File: config.mk
export PLATFORM = sky130hd
export DESIGN_NAME = orbit_trigger_gen
export DESIGN_NICKNAME = d
export VERILOG_FILES = /design/src/rtl/orbit_trig_pkg.sv /design/src/rtl/orbit_trig_chan.sv /design/src/rtl/orbit_trigger_gen.sv
export SDC_FILE = /design/constraint.sdc
export NUM_CORES = 1
export LEC_CHECK = 0
export ABC_AREA = 1
export ABC_CLOCK_PERIOD_IN_PS = 2100
export CAP_MARGIN = 0
export CORE_UTILIZATION = 49
export DETAILED_ROUTE_END_ITERATION = 8
export PLACE_DENSITY = 0.82
export RECOVER_POWER = 25
export SYNTH_ARGS = -nofsm -noshare
export SYNTH_HDL_FRONTEND = slang
export SYNTH_SLANG_ARGS = --single-unit
File: constraint.sdc
create_clock -name clk -period 2.1 [get_ports clk]
set_clock_uncertainty 0.05 [all_clocks]
set_input_delay 0.63 -clock clk [delete_from_list [all_inputs] [get_ports clk]]
set_output_delay 0.63 -clock clk [all_outputs]
set_load 0.01 [all_outputs]
File: src/rtl/orbit_trig_pkg.sv
// Shared defaults, FSM state type and error-handling limits for orbit_trigger_gen.
package orbit_trig_pkg;

  localparam int unsigned DEF_NBX   = 3564;
  localparam int unsigned DEF_BXW   = 12;
  localparam int unsigned DEF_OW    = 32;
  localparam int unsigned DEF_NTRIG = 4;

  localparam logic [7:0]  ERR_MAX    = 8'd255;
  localparam int unsigned MISS_LIMIT = 3;

  typedef enum logic {
    HUNT,
    LOCKED
  } orbit_state_e;

endpackage

File: src/rtl/orbit_trig_chan.sv
// One trigger channel: registered strobe when the ticking bunch counter hits this channel's position.
module orbit_trig_chan
  import orbit_trig_pkg::*;
#(
  parameter int unsigned NBX = DEF_NBX,
  parameter int unsigned BXW = DEF_BXW
) (
  input  logic           clk,
  input  logic           reset,
  input  logic           tick,
  input  logic [BXW-1:0] bx_cnt,
  input  logic [BXW-1:0] pos,
  input  logic           en,
  output logic           trig
);

  logic hit;

  // Positions outside the orbit are rejected explicitly, not only by never matching.
  assign hit = tick && en && (pos == bx_cnt) && ({1'b0, pos} < (BXW+1)'(NBX));

  always_ff @(posedge clk or negedge reset) begin
    if (!reset) begin
      trig <= 1'b0;
    end else begin
      trig <= hit;
    end
  end

endmodule

File: src/rtl/orbit_trigger_gen.sv
// Bunch/orbit counter with per-channel bunch triggers.
// Define ORBIT_TRIG_SYNC_EN to build bc0_in alignment (HUNT/LOCKED FSM, error tracking).
module orbit_trigger_gen
  import orbit_trig_pkg::*;
#(
  parameter int unsigned NBX   = DEF_NBX,
  parameter int unsigned BXW   = DEF_BXW,
  parameter int unsigned OW    = DEF_OW,
  parameter int unsigned NTRIG = DEF_NTRIG
) (
  input  logic               clk,
  input  logic               reset,
  input  logic               enable,
  input  logic               resync,
  input  logic               bc0_in,
  input  logic               clr_err,
  input  logic [NTRIG*BXW-1:0] trig_pos,
  input  logic [NTRIG-1:0]   trig_en,
  output logic [BXW-1:0]     bx_cnt,
  output logic [OW-1:0]      orbit_cnt,
  output logic               orbit_pulse,
  output logic [NTRIG-1:0]   trig,
  output logic               locked,
  output logic               sync_err,
  output logic [7:0]         err_cnt
);

  logic at_wrap;
  logic count_tick;

  assign at_wrap = (bx_cnt == BXW'(NBX - 1));

`ifdef ORBIT_TRIG_SYNC_EN
  orbit_state_e state;
  logic [1:0]   miss_cnt;
  logic         mismatch;

  assign count_tick = enable && !resync && (state == LOCKED);
  assign mismatch   = count_tick && (bc0_in ^ at_wrap);
  assign locked     = (state == LOCKED);

  always_ff @(posedge clk or negedge reset) begin
    if (!reset) begin
      bx_cnt      <= '0;
      orbit_cnt   <= '0;
      orbit_pulse <= 1'b0;
      miss_cnt    <= '0;
      state       <= HUNT;
    end else if (resync) begin
      bx_cnt      <= '0;
      orbit_cnt   <= '0;
      orbit_pulse <= 1'b0;
      miss_cnt    <= '0;
      state       <= HUNT;
    end else begin
      orbit_pulse <= 1'b0;
      case (state)
        HUNT: begin
          bx_cnt <= '0;
          if (enable && bc0_in) state <= LOCKED;
        end
        LOCKED: begin
          if (enable) begin
            // An early bc0_in realigns without counting an orbit.
            if (mismatch && bc0_in) begin
              bx_cnt <= '0;
            end else if (at_wrap) begin
              bx_cnt      <= '0;
              orbit_cnt   <= orbit_cnt + OW'(1);
              orbit_pulse <= 1'b1;
            end else begin
              bx_cnt <= bx_cnt + BXW'(1);
            end
            if (mismatch) begin
              if (miss_cnt == 2'(MISS_LIMIT - 1)) begin
                miss_cnt <= '0;
                bx_cnt   <= '0;
                state    <= HUNT;
              end else begin
                miss_cnt <= miss_cnt + 2'd1;
              end
            end else if (at_wrap) begin
              miss_cnt <= '0;
            end
          end
        end
        default: state <= HUNT;
      endcase
    end
  end

  always_ff @(posedge clk or negedge reset) begin
    if (!reset) begin
      sync_err <= 1'b0;
      err_cnt  <= '0;
    end else if (clr_err) begin
      sync_err <= 1'b0;
      err_cnt  <= '0;
    end else if (mismatch) begin
      sync_err <= 1'b1;
      if (err_cnt != ERR_MAX) err_cnt <= err_cnt + 8'd1;
    end
  end
`else
  logic unused_inputs;

  assign unused_inputs = &{1'b0, bc0_in, clr_err};
  assign count_tick    = enable && !resync;
  assign sync_err      = 1'b0;
  assign err_cnt       = '0;

  always_ff @(posedge clk or negedge reset) begin
    if (!reset) begin
      bx_cnt      <= '0;
      orbit_cnt   <= '0;
      orbit_pulse <= 1'b0;
      locked      <= 1'b0;
    end else begin
      locked      <= 1'b1;
      orbit_pulse <= 1'b0;
      if (resync) begin
        bx_cnt    <= '0;
        orbit_cnt <= '0;
      end else if (enable) begin
        if (at_wrap) begin
          bx_cnt      <= '0;
          orbit_cnt   <= orbit_cnt + OW'(1);
          orbit_pulse <= 1'b1;
        end else begin
          bx_cnt <= bx_cnt + BXW'(1);
        end
      end
    end
  end
`endif

  for (genvar i = 0; i < NTRIG; i++) begin : g_chan
    orbit_trig_chan #(
      .NBX(NBX),
      .BXW(BXW)
    ) u_chan (
      .clk    (clk),
      .reset  (reset),
      .tick   (count_tick),
      .bx_cnt (bx_cnt),
      .pos    (trig_pos[i*BXW +: BXW]),
      .en     (trig_en[i]),
      .trig   (trig[i])
    );
  end

endmodule

==> impl_metrics.yaml <==
yosys:
  ys_types: 41
  yosysSeqAreaShare_pct: 31.3
  synth_edf_count: 0
  ys_warn_count: 0
  synthCells: 606
  avgSynthCellArea_um2: 6.59
  synth_top_area_share_pct: 31.3
  yosysMostFrequentCell: "nand2_1"
  synth_common_cells: "nand2_1 (198), nor2_1 (84), inv_1 (55)"
  synth-seq-cells: 50
  synth_ff_type: "dfrtp_1"
  synth_area_mm2: 0.00400
  synth_top_cell_by_area: "dfrtp_1"
  async_reset_ff_share_pct: 100
  synthTopCellsByArea: "dfrtp_1 (31%), nand2_1 (19%), nor2_1 (7.9%)"
global_routing:
  grt_pass1_vias: 4261
  grt_max_degree: 21
  antenna_found_initial: 0
  grt_util_met2_pct: 48.2
  use_met1_pct: 41.1
  grtUsageMet3_pct: 4.19
  grtUsageTotal_pct: 29.6
  grt_remaining_overflow: 0
  grt_first_pass_wirelength_um: 19900
  top_usage_layer: "met2"
clocking:
  numCtsBuffers: 5
  cts_tree: "yes"
  clk_latency_ns: 0.31
  clk_path_buf_depth: 2
  clk_pin_slew_ns: 0.10
  htree_levels: 2
  root_buffer: "clkbuf_8"
  cts_sinks: 50
detailed_routing:
  ant_nets: 0
  dr_total_vias: 4435
  dr.pass1.iters: 6
  wl_per_cell_um: 14.7
  drt-total-wl_um: 12100
  drc_errors: 0
  dr.first_iter.drc_count: 270
  vias_per_cell: 5.39
setup_path:
  reg2reg_from: "bx_cnt[1]$_DFFE_PN0P_"
  reg2reg_slack_ns: 0.24
  arrival_ns: 1.39
  reg2reg_depth: 8
  crit_type: "reg2out"
  critical_path.max_stage_delay_ns: 0.59
  critPathSlowestCell: "clkdlybuf4s50_1"
  timing.rr.end: "orbit_cnt[18]$_DFFE_PN0P_"
  path_cells: "clkdlybuf4s50_1"
  critPathMaxFanout: 4
  critPathCaptureType: "primary output"
  crit_family: "buffers and inverters"
  cp_num_buf_inv: 1
  setup.worst_path.start_class: "flop"
  critPathRequiredTime_ns: 1.42
timing:
  fin_ws_ns: 0.0344
  post-route-min-period_ns: 2.07
  finalHoldViolations: 0
  maxSlewViolCount: 0
  fmax_ghz: 0.484
  setup_violations: 0
  relSlewSlack_pct: 23.6
  rsz0062_at_grt: "false"
  tightest_slew_ns: 1.15
  fin_crit_sh_pct: 98.4
finish:
  instances_no_fill: 823
  area_delta_synth_final_pct: 31.7
  multi_input_area_mm2: 0.00228
  fin_area_mm2: 0.00526
  fillers: 710
  diodes: 0
  drive_gt1_share_pct: 8.60
  regArea_mm2: 0.00126
  fin_util_pct: 67.4
  fin_nets: 780
floorplan:
  pin_count: 117
  core_area_mm2: 0.00781
  die_area_mm2: 0.00852
  rows: 32
  initial_core_util_pct: 51.2
  die_h_um: 92.3
  die_x_um: 92.3
flow_run:
  maxCapViolations: 0
place:
  pre_cts_ws_ns: -0.0666
  place_area_mm2: 0.00516
  io_buffer_count: 105
  place_congestion: 0.936
  hpwl_um: 9530
  dp.cells: 815
power_and_ir_drop:
  clock_power_share_pct: 32.5
  internal-power_uw: 1390
  combPwrFrac_pct: 16.4
  peakVddDrop_mv: 0.280
  netSwitchingPower_uw: 512
  leakagePower_uw: 0.00219
  power.share.switching_pct: 26.9
  p_per_area_mw_per_mm2: 362
  p_seq_share_pct: 51.1
  finalPower_uw: 1900
hold_path:
  min_path_type: "in2async"
status:
  status: "completed"
-- through the flow --
stage | hold WS (ns) | setup TNS, ns
4_1_cts | 0.232 | 0
3_3_place_gp | 0.465 | -0.161
2_1_floorplan | 0.284 | 0
6_report | 0.472 | 0
5_1_grt | 0.519 | 0
3_5_place_dp | 0.467 | -0.786
-- area by class of cell --
type | instances | share of cell area, %
sequential | 50 | 23.9
clock inverter | 2 | 0.238
clock buffer | 6 | 1.57
timing repair buffer | 131 | 23.9
multi-input combinational | 470 | 43.4
inverter | 62 | 4.45
tap | 102 | 2.43
-- placed cells by master (no fill, tap or decap), types with 12 or more instances in the layout --
| cell type | count |
|---|---|
| buf_4 | 22 |
| clkdlybuf4s50_1 | 104 |
| dfrtp_1 | 43 |
| inv_1 | 55 |
| nand2_1 | 198 |
| nand3_1 | 29 |
| nand4_1 | 33 |
| nor2_1 | 84 |
| o21ai_0 | 21 |
| o21ai_1 | 12 |
| xnor2_1 | 20 |
| xor2_1 | 12 |
-- worst max-delay path by stage --
stage / depth (start not counted) / endpoint / start / slack (ns)
2_1_floorplan: 9 / orbit_cnt[4]$_DFFE_PN0P_ / bx_cnt[0]$_DFFE_PN0P_ / 0.48
3_3_place_gp: 7 / orbit_cnt[15]$_DFFE_PN0P_ / enable / -0.04
3_5_place_dp: 6 / orbit_cnt[4]$_DFFE_PN0P_ / resync / -0.07
4_1_cts: 1 / orbit_cnt[16] / orbit_cnt[16]$_DFFE_PN0P_ / 0.04
5_1_grt: 1 / bx_cnt[6] / bx_cnt[6]$_DFFE_PN0P_ / 0.002
6_report: 1 / bx_cnt[6] / bx_cnt[6]$_DFFE_PN0P_ / 0.03
-- cells by family after synthesis --
| family | count (synthesis) | share of synthesized area (%) |
|---|---|---|
| other | 2 | 0.188 |
| xor gates and xnor gates | 32 | 7.02 |
| AOI/OAI and AO/OA | 61 | 8.68 |
| DFF | 50 | 31.3 |
| buffers and inverters | 94 | 12.2 |
| adders and majority gates | 2 | 0.626 |
| and+or+nand+nor | 365 | 39.9 |
-- power by group through the flow --
stage | Sequential, uW | Clock [uW] | Combinational [uW]
floorplan | 993 | 0 | 130
global placement | 992 | 0 | 307
detailed placement | 992 | 0 | 313
CTS | 973 | 624 | 314
global route | 974 | 659 | 341
finish | 973 | 619 | 313
-- flip-flops by register name, indices dropped and copies added (netlist names) --
signal,flops
locked,1
orbit_pulse,1
g_chan.u_chan.trig,4
orbit_cnt,32
bx_cnt,12
-- metal layers --
layer / vias up / share of wire, % / wire, um
li1: 2147 / - / -
met1: 2045 / 44 / 5360
met2: 235 / 46 / 5610
met3: 8 / 8.7 / 1050
met4: 0 / 0.75 / 91
met5: - / 0 / 0
-- what timing repair did --
| item | in CTS | in global routing |
|---|---|---|
| hold buffers | 0 | 0 |
| gates resized for setup | 2 | 5 |
| pin swaps | 0 | 0 |
| setup buffers | 0 | 0 |
| setup endpoints to repair | 2 | 5 |
| cloned | 0 | 0 |
Note: power is estimated with default switching activity, not from simulation.
==> RTL change (config.mk and constraints unchanged) <==
One comparison of `bx_cnt` changes from == to >=.
--- a/src/rtl/orbit_trigger_gen.sv
+++ b/src/rtl/orbit_trigger_gen.sv
@@ -29,5 +29,5 @@
   logic count_tick;
 
-  assign at_wrap = (bx_cnt == BXW'(NBX - 1));
+  assign at_wrap = (bx_cnt >= BXW'(NBX - 1));
 
 `ifdef ORBIT_TRIG_SYNC_EN
Formal check against the unedited RTL: same outputs for any inputs over 10 cycles, from zero or initial values and one cycle with reset low; that may be too few to reach the edited logic, so the function may still have changed.
==> RTL change against the original RTL <==
Clock power grew 0.6%. Global-route usage shrank 1.5 points. Die area down 0.43%. Sequential cell count is the same. Cell area down 0.21%. Sequential power barely moved. First-iteration DRC count shrank 0.74%. Non-clock buffer count is 7 lower. Synthesized area is 0.44% lower. Setup slack got worse by 0.019 ns. Wire length down 5.1%. Maximum frequency shrank 0.91%. Power increased by 0.18%. Critical path type unchanged. Highest routed layer unchanged.
==> RTL change: results (changes against the original RTL) <==
stage;metric;value;unit;change
grt;M1 GR Usage;36.5;%;was 41.1%
final_layout;nets;782;;was 780
placement;dpl ws;-0.0344;ns;was -0.0666 ns
synth;XOR/XNOR Fraction of Synth Area;7.49;%;was 7.02%
detailed_routing;DR WL met3;752;um;was 1.05 mm
setup_path;Setup crit end;bx_cnt[1];;was bx_cnt[6]
detailed_routing;vias;4327;;was 4435
synth;ranking of synthesized cells by area;dfrtp_1 (31%), nand2_1 (21%), nor2_1 (8.9%);;was dfrtp_1 (31%), nand2_1 (19%), nor2_1 (7.9%)
run_status;outcome;completed;;unchanged
setup_path;reg2reg end;orbit_cnt[26];;was orbit_cnt[18]
detailed_routing;WL met1;5.03;mm;was 5.36 mm
detailed_routing;Initial DRC Count;268;;was 270
setup_path;CP startpoint;bx_cnt[1];;was bx_cnt[6]
grt;GR Layer Usage met3;4.06;%;was 4.19%
setup_path;CP max FO;6;;was 4
synth;synth cell count leaders;nand2_1 (226), nor2_1 (94), dfrtp_1 (50), inv_1 (40), nand3_1 (32);;was nand2_1 (198), nor2_1 (84), inv_1 (55), dfrtp_1 (50), nand4_1 (33)
placement;routability cong.;0.945;;was 0.936
setup_path;worst reg2reg setup slack;0.28;ns;was 0.24 ns
final_layout;layout cells sized above 1;9.96;%;was 8.60%
synth;Compound-Gate Fraction of Synth Area;5.82;%;was 8.68%
clock_tree;Resize count post-CTS;2;;unchanged
detailed_routing;WL final;11.5;mm;was 12.1 mm
pwr;Leak;2.40;nW;was 2.19 nW
detailed_routing;metal2 WL;5.35;mm;was 5.61 mm
pwr;Comb group;0.312;mW;was 0.313 mW
synth;sequential area share after synthesis;31.5;%;was 31.3%
pwr;peak supply drop;0.230;mV;was 0.280 mV
grt;maximum number of pins on one net before global-route repair;47;;was 21
setup_path;slowest stage delay, CP;0.61;ns;was 0.59 ns
detailed_routing;drt pass-1 iters;5;;was 6
setup_path;r2r worst-path depth;10;;was 8
sta;Worst-Margin Slew;1.16;ns;was 1.15 ns
grt;gr usage total;28.0;%;was 29.6%
pwr;Int Power;1.40;mW;was 1.39 mW
placement;DP Wirelength;8.87;mm;was 9.53 mm
sta;fin crit share;99.3;%;was 98.4%
setup_path;R2R Path Start;orbit_cnt[0];;was bx_cnt[1]
synth;Synth cell types;37;;was 41
grt;GR met2 Demand/Resource;46.1;%;was 48.2%
[RTL change: cell types whose count changed in the layout (fill, tap and decap cells not counted), moves of 6 or more]
cell / before / now
nand2_1: 198 / 226
nand4_1: 33 / 11
inv_1: 55 / 40
nor2_1: 84 / 94
o21ai_1: 12 / 3
xor2_1: 12 / 20
buf_4: 22 / 15
inv_2: 5 / 11
nand2_2: 2 / 8
nand3b_1: 1 / 7
xnor2_1: 20 / 14
[RTL change: metrics by stage]
stage | std cells | hold slack [ns] | power [mW] | cell area, um2
after global routing | 825 | 0.122 | 1.99 | 5250
after global placement | 817 | 0.425 | 1.30 | 5160
final | 825 | 0.119 | 1.91 | 5250
after detailed placement | 817 | 0.425 | 1.31 | 5160
after CTS | 825 | 0.0832 | 1.92 | 5260
after floorplan | 617 | 0.284 | 1.12 | 4010
[RTL change: area by class of cell]
class	count	area, um2
multi-input cells	488	2350
clock buffers	7	86.3
fillers	704	2560
well taps	102	128
inverters	53	201
clock inverters	1	8.76
flip-flops and latches	50	1260
repair buffers	124	1220
